`src/rtl/cpm_pkg.sv`:
```
// ----------------------------------------------------------------------------
// cpm_pkg
// Shared types and constants for the clock period meter.
//   state_e      : measurement FSM states
//   CNT_W_DFLT   : default counter width
//   CNT_MAX      : all-ones value at the default counter width
//   TIMEOUT_DFLT : default stall timeout in clk cycles
//   SYNC_N_DFLT  : default synchronizer depth
// ----------------------------------------------------------------------------
package cpm_pkg;

  typedef enum logic [1:0] {
    IDLE  = 2'd0,
    ARM   = 2'd1,
    MEAS  = 2'd2,
    STALL = 2'd3
  } state_e;

  localparam int CNT_W_DFLT   = 16;
  localparam logic [CNT_W_DFLT-1:0] CNT_MAX = {CNT_W_DFLT{1'b1}};
  localparam int TIMEOUT_DFLT = 1000;
  localparam int SYNC_N_DFLT  = 2;

endpackage

```
`src/rtl/cpm_sync_edge.sv`:
```
// ----------------------------------------------------------------------------
// cpm_sync_edge
// Brings an asynchronous level into the clk domain through a SYNC_N-deep
// flop chain, then registers it once more so rising/falling edges can be
// detected as single-cycle pulses.
//   clk, rst_n : system clock, async active-low reset
//   sig_in     : asynchronous input level
//   rise       : one-cycle pulse on a synchronized 0->1 transition
//   fall       : one-cycle pulse on a synchronized 1->0 transition
// ----------------------------------------------------------------------------
module cpm_sync_edge
  import cpm_pkg::*;
#(
  parameter int SYNC_N = SYNC_N_DFLT
) (
  input  logic clk,
  input  logic rst_n,
  input  logic sig_in,
  output logic rise,
  output logic fall
);

  logic [SYNC_N-1:0] sync_q, sync_d;
  logic              s_d_q, s_d_d;
  logic              s;

  assign s = sync_q[SYNC_N-1];

  always_comb begin
    sync_d = {sync_q[SYNC_N-2:0], sig_in};
    s_d_d  = s;
  end

  always_ff @(posedge clk or negedge rst_n) begin
    if (!rst_n) begin
      sync_q <= '0;
      s_d_q  <= 1'b0;
    end else begin
      sync_q <= sync_d;
      s_d_q  <= s_d_d;
    end
  end

  assign rise = s & ~s_d_q;
  assign fall = ~s & s_d_q;

endmodule

```
`src/rtl/clock_period_meter.sv`:
```
// ----------------------------------------------------------------------------
// clock_period_meter
// Measures the period (rise to rise) and high time (rise to fall) of an
// asynchronous clock in clk cycles, tracks min/max period, flags a stalled
// input and presents each result through a valid/ready register.
//   clk, rst_n : system clock, async active-low reset
//   sig_in     : measured clock, asynchronous to clk
//   enable     : 1 = measure, 0 = drop back to IDLE
//   clear      : pulse; resets min/max/overrun
//   res_valid  : result register holds an unconsumed measurement
//   res_ready  : consumer accepts when res_valid && res_ready
//   period     : last captured rise-to-rise count
//   high_cnt   : rise-to-fall count of the same period (0 if no fall seen)
//   min_per    : smallest period since reset/clear (all-ones when none)
//   max_per    : largest period since reset/clear
//   stalled    : no rising edge for TIMEOUT cycles
//   overrun    : sticky; a pending result was overwritten
// ----------------------------------------------------------------------------
module clock_period_meter
  import cpm_pkg::*;
#(
  parameter int CNT_W   = CNT_W_DFLT,
  parameter int TIMEOUT = TIMEOUT_DFLT,
  parameter int SYNC_N  = SYNC_N_DFLT
) (
  input  logic             clk,
  input  logic             rst_n,
  input  logic             sig_in,
  input  logic             enable,
  input  logic             clear,
  output logic             res_valid,
  input  logic             res_ready,
  output logic [CNT_W-1:0] period,
  output logic [CNT_W-1:0] high_cnt,
  output logic [CNT_W-1:0] min_per,
  output logic [CNT_W-1:0] max_per,
  output logic             stalled,
  output logic             overrun
);

  localparam logic [CNT_W-1:0] ONES      = {CNT_W{1'b1}};
  localparam logic [CNT_W-1:0] TIMEOUT_C = CNT_W'(TIMEOUT);
  localparam logic [CNT_W-1:0] ONE       = {{(CNT_W-1){1'b0}}, 1'b1};

  logic rise, fall;

  cpm_sync_edge #(.SYNC_N(SYNC_N)) u_sync_edge (
    .clk    (clk),
    .rst_n  (rst_n),
    .sig_in (sig_in),
    .rise   (rise),
    .fall   (fall)
  );

  state_e           state_q, state_d;
  logic [CNT_W-1:0] cnt_q, cnt_d;
  logic [CNT_W-1:0] hi_q, hi_d;
  logic [CNT_W-1:0] cnt_inc;
  logic             stalled_q, stalled_d;
  logic             cap;

  logic [CNT_W-1:0] period_q, period_d;
  logic [CNT_W-1:0] high_q, high_d;
  logic             valid_q, valid_d;
  logic [CNT_W-1:0] min_q, min_d;
  logic [CNT_W-1:0] max_q, max_d;
  logic             overrun_q, overrun_d;
  logic             ovw;

  // Saturating increment: a missing input must never wrap into a short period.
  assign cnt_inc = (cnt_q == ONES) ? cnt_q : cnt_q + ONE;

  // --------------------------------------------------------------------------
  // Measurement FSM
  // --------------------------------------------------------------------------
  always_comb begin
    state_d   = state_q;
    cnt_d     = cnt_q;
    hi_d      = hi_q;
    stalled_d = stalled_q;
    cap       = 1'b0;

    if (!enable) begin
      // Leaving measurement discards the partial period; the result
      // register is deliberately untouched so a pending result survives.
      state_d   = IDLE;
      cnt_d     = '0;
      hi_d      = '0;
      stalled_d = 1'b0;
    end else begin
      unique case (state_q)
        IDLE: begin
          cnt_d   = '0;
          hi_d    = '0;
          state_d = ARM;
        end
        ARM: begin
          // First edge only starts the count; no result for it.
          if (rise) begin
            cnt_d   = ONE;
            hi_d    = '0;
            state_d = MEAS;
          end
        end
        MEAS: begin
          cnt_d = cnt_inc;
          if (fall) hi_d = cnt_q;
          if (rise) begin
            cap   = 1'b1;
            cnt_d = ONE;
            hi_d  = '0;
          end else if (cnt_q == TIMEOUT_C) begin
            state_d   = STALL;
            stalled_d = 1'b1;
          end
        end
        STALL: begin
          // The stalled interval is not a valid period; restart cleanly.
          if (rise) begin
            stalled_d = 1'b0;
            cnt_d     = ONE;
            hi_d      = '0;
            state_d   = MEAS;
          end
        end
        default: state_d = IDLE;
      endcase
    end
  end

  // --------------------------------------------------------------------------
  // Result register, handshake and min/max tracking
  // --------------------------------------------------------------------------
  always_comb begin
    period_d = period_q;
    high_d   = high_q;
    valid_d  = valid_q;
    min_d    = min_q;
    max_d    = max_q;
    ovw      = 1'b0;

    if (cap) begin
      period_d = cnt_q;
      high_d   = hi_q;
      valid_d  = 1'b1;
      // Overwrite only counts as lost data if nobody takes the old result now.
      if (valid_q && !res_ready) ovw = 1'b1;
    end else if (valid_q && res_ready) begin
      valid_d = 1'b0;
    end

    if (cap) begin
      if (clear) begin
        // A capture coinciding with clear seeds both trackers.
        min_d = cnt_q;
        max_d = cnt_q;
      end else begin
        min_d = (cnt_q < min_q) ? cnt_q : min_q;
        max_d = (cnt_q > max_q) ? cnt_q : max_q;
      end
    end else if (clear) begin
      min_d = ONES;
      max_d = '0;
    end

    overrun_d = clear ? 1'b0 : (overrun_q | ovw);
  end

  always_ff @(posedge clk or negedge rst_n) begin
    if (!rst_n) begin
      state_q   <= IDLE;
      cnt_q     <= '0;
      hi_q      <= '0;
      stalled_q <= 1'b0;
      period_q  <= '0;
      high_q    <= '0;
      valid_q   <= 1'b0;
      min_q     <= ONES;
      max_q     <= '0;
      overrun_q <= 1'b0;
    end else begin
      state_q   <= state_d;
      cnt_q     <= cnt_d;
      hi_q      <= hi_d;
      stalled_q <= stalled_d;
      period_q  <= period_d;
      high_q    <= high_d;
      valid_q   <= valid_d;
      min_q     <= min_d;
      max_q     <= max_d;
      overrun_q <= overrun_d;
    end
  end

  assign res_valid = valid_q;
  assign period    = period_q;
  assign high_cnt  = high_q;
  assign min_per   = min_q;
  assign max_per   = max_q;
  assign stalled   = stalled_q;
  assign overrun   = overrun_q;

endmodule
```
`config.mk`:
```
export PLATFORM = sky130hd
export DESIGN_NAME = clock_period_meter
export DESIGN_NICKNAME = d
export VERILOG_FILES = /design/src/rtl/cpm_pkg.sv /design/src/rtl/cpm_sync_edge.sv /design/src/rtl/clock_period_meter.sv
export SDC_FILE = /design/constraint.sdc
export NUM_CORES = 1
export LEC_CHECK = 0
export ABC_CLOCK_PERIOD_IN_PS = 4550
export CORE_MARGIN = 1
export CORE_UTILIZATION = 55
export DETAILED_ROUTE_END_ITERATION = 16
export GPL_ROUTABILITY_DRIVEN = 0
export GPL_TIMING_DRIVEN = 0
export HOLD_SLACK_MARGIN = 0.06
export PLACE_DENSITY = 0.8
export SETUP_SLACK_MARGIN = 0.3
export SKIP_CTS_REPAIR_TIMING = 1
export SLEW_MARGIN = 5
export SYNTH_ARGS = -nofsm -noshare
export SYNTH_HDL_FRONTEND = slang
export SYNTH_HIERARCHICAL = 1
export SYNTH_SLANG_ARGS = --single-unit
```
`constraint.sdc`:
```
create_clock -name clk -period 4.55 [get_ports clk]
set_input_delay 1.365 -clock clk [delete_from_list [all_inputs] [get_ports clk]]
set_output_delay 1.365 -clock clk [all_outputs]
set_load 0.02 [all_outputs]
```
==> flow_metrics.tcl <==
set metrics [dict create \
    tightest_slew_ps 683 \
    cp_data_required_time_ps 4820 \
    power_density_nw_per_um2 255 \
    grt_max_degree 68 \
    synthTopCellsByArea "dfrtp_1, nand2_1, dfstp_2" \
    dpl.hpwl_mm 8.98 \
    hold_class "flip-flop to flip-flop" \
    max-slew-margin-rel 0.541 \
    drtAntennaViolNets 0 \
    rsz0062_at_grt "false" \
    synth.area.mux_share 0.0343 \
    initial_core_util 0.569 \
    cp-end-kind "flip-flop" \
    synth_top_area_frac 0.419 \
    synth_nets 566 \
    wl_per_cell_um 16.1 \
    dr.pass1.iters 6 \
    cts-root-buf "clkbuf_8" \
    fin_crit_ps 3060 \
    n_antenna_cell 0 \
    synthDistinctLibCells 62 \
    outcome "completed" \
    synth_cells 527 \
    cts.sinks 104 \
    die_w_um 99.8 \
    grt_overflow 0 \
    grt_usage 0.264 \
    synthAdderAreaFrac 0.0785 \
    routed_wl_mm 12.0 \
    stdcell_area_um2 6350 \
    ys_async_sr_fraction 1.00 \
    first_iter_violations 338 \
    crit_fanout 10 \
    total_power_uw 1620 \
    avgSynthCellArea_um2 9.98 \
    cap_violations 0 \
    clock_latency_ps 380 \
    critPathArrivalTime_ps 3320 \
    synth_compound_area_frac 0.150 \
    antenna_found_initial 0 \
    yosys_warnings 6 \
    htreeDepth 3 \
    final_common_cell "nand2_1" \
    port_buffers 71 \
    core_area_um2 9240 \
    setup_viol 0 \
    synth-simple-area-share 0.171 \
    synth_edf_count 0 \
    io_pins 73 \
    skew_ps 16.0 \
    drc 0 \
    finalHoldViolations 0 \
    path_class "input port to flip-flop" \
    syn2layout_area_growth_pct 20.8 \
    placed_area_um2 6160 \
    ys_seq_area_frac 0.499 \
    dr_total_vias 4186 \
    cts_buffers 9 \
    p_leak_uw 0.00311 \
    drive_gt1_frac 0.140 \
    cts_tree "built" \
    synth_ff_type "dfrtp_1" \
    peakVddDrop_v 0.000166 \
    startpoint_type "input port" \
    final_core_util 0.687 \
    clkTransAtPathRegs_ps 100 \
    slew_viol_final 0 \
    grt_pass1_vias 4232 \
    cts_buffer_depth 2 \
    rows 35 \
    synth_top_family_by_area "simple AND/OR/NAND/NOR gates" \
    period_share 0.672 \
    max_freq_ghz 0.327 \
    dieArea_um2 9960 \
    via_per_inst 5.63 \
    syn_area_um2 5260 \
    setup_tns_ps 0 \
    whs_ps 363 \
    final_nets 649 \
    final_cell_mix "nand2_1, dfrtp_1, clkdlybuf4s50_1, inv_1, ha_1" \
    fp.dieH_um 99.8 \
    grt_pass1_wl_mm 20.4 \
    ys_ff_latch 104 \
    synth_xor_area_frac 0.00333 \
    synth_top_cell_by_area "dfrtp_1" \
]
==> where the power goes <==
| group | leakage [uW] | switching, uW | total [uW] | internal [uW] |
|---|---|---|---|---|
| registers | 0.00139 | 6.50 | 941 | 935 |
| clock network | 0.0000988 | 343 | 571 | 228 |
| logic | 0.00163 | 66.4 | 106 | 39.1 |
==> synth_stat cells (all sizes together), types with 2 or more instances <==
cell type / count
nand2: 125
dfrtp: 88
inv: 41
ha: 33
o21ai: 32
o22a: 17
dfstp: 16
nor2: 16
clkbuf: 15
a21oi: 14
buf: 14
nand4: 12
a21o: 10
and2: 9
mux2i: 9
mux2: 8
nand3: 8
o31ai: 8
a211oi: 5
nor3: 4
nor4: 4
or4: 4
a31oi: 3
o211ai: 3
o21a: 3
o311ai: 3
and4: 2
xnor2: 2
==> logic make-up (layout without fill, tap and decap cells) <==
group / Yosys count / in the layout
flip-flops: 104 / 104
AO/OA/AOI/OAI: 107 / 107
XOR/XNOR: 2 / 2
buffers and inverters: 70 / 158
multiplexers: 17 / 17
adder cells (fa/ha/maj): 33 / 33
AND/OR/NAND/NOR: 194 / 194
==> per-stage QoR <==
step	std cells	worst slack [ps]
finish	744	1490
global route	744	1450
CTS	744	1500
detailed placement	728	1100
global placement	727	-1590
floorplan	527	1750
==> final timing paths <==
kind                                  startpoint  slack, ps               endpoint  cells after the start
min in group asynchronous                  rst_n        950            high_cnt[8]                      1
max                                        clear       1490             max_per[6]                      6
min reg2reg                u_sync_edge/sync_q[0]        360  u_sync_edge/sync_q[1]                      0
max in group asynchronous                  rst_n       2880             min_per[7]                      2
max reg2reg                            cnt_q[14]       1760             max_per[6]                      7
min                        u_sync_edge/sync_q[0]        360  u_sync_edge/sync_q[1]                      0
==> layout make-up <==
class                           instances  area (um^2)
Buffer                                 29          186
Fill cell                             718         2890
Clock buffer                           10          138
Multi-Input combinational cell        353         2300
Sequential cell                       104         2620
Clock inverter                          6         58.8
Timing Repair Buffer                   72          736
Tap cell                              129          161
Inverter                               41          154
==> routing by layer <==
metal | vias to the layer above | part of all wire | GRT usage
met2 | 158 | 0.48 | 0.430
met5 | - | 0 | 0
li1 | 1982 | - | -
met3 | 31 | 0.058 | 0.0501
met4 | 0 | 0.023 | 0.0916
met1 | 2015 | 0.44 | 0.356
==> sequential cells by signal, indices dropped and copies added, names as in the netlist <==
| signal | count |
|---|---|
| u_sync_edge/sync_q | 2 |
| state_q | 2 |
| high_cnt | 16 |
| min_per | 16 |
| period | 16 |
| u_sync_edge/s_d_q | 1 |
| cnt_q | 16 |
| stalled | 1 |
| overrun | 1 |
| max_per | 16 |
| hi_q | 16 |
| res_valid | 1 |
==> worst max-delay path, stage by stage <==
cell	delay, ps
clkdlybuf4s50_1	660
inv_1	140
a22o_1	260
a31oi_4	340
buf_8	210
mux2_2	340
(Power assumes the default switching activity.)
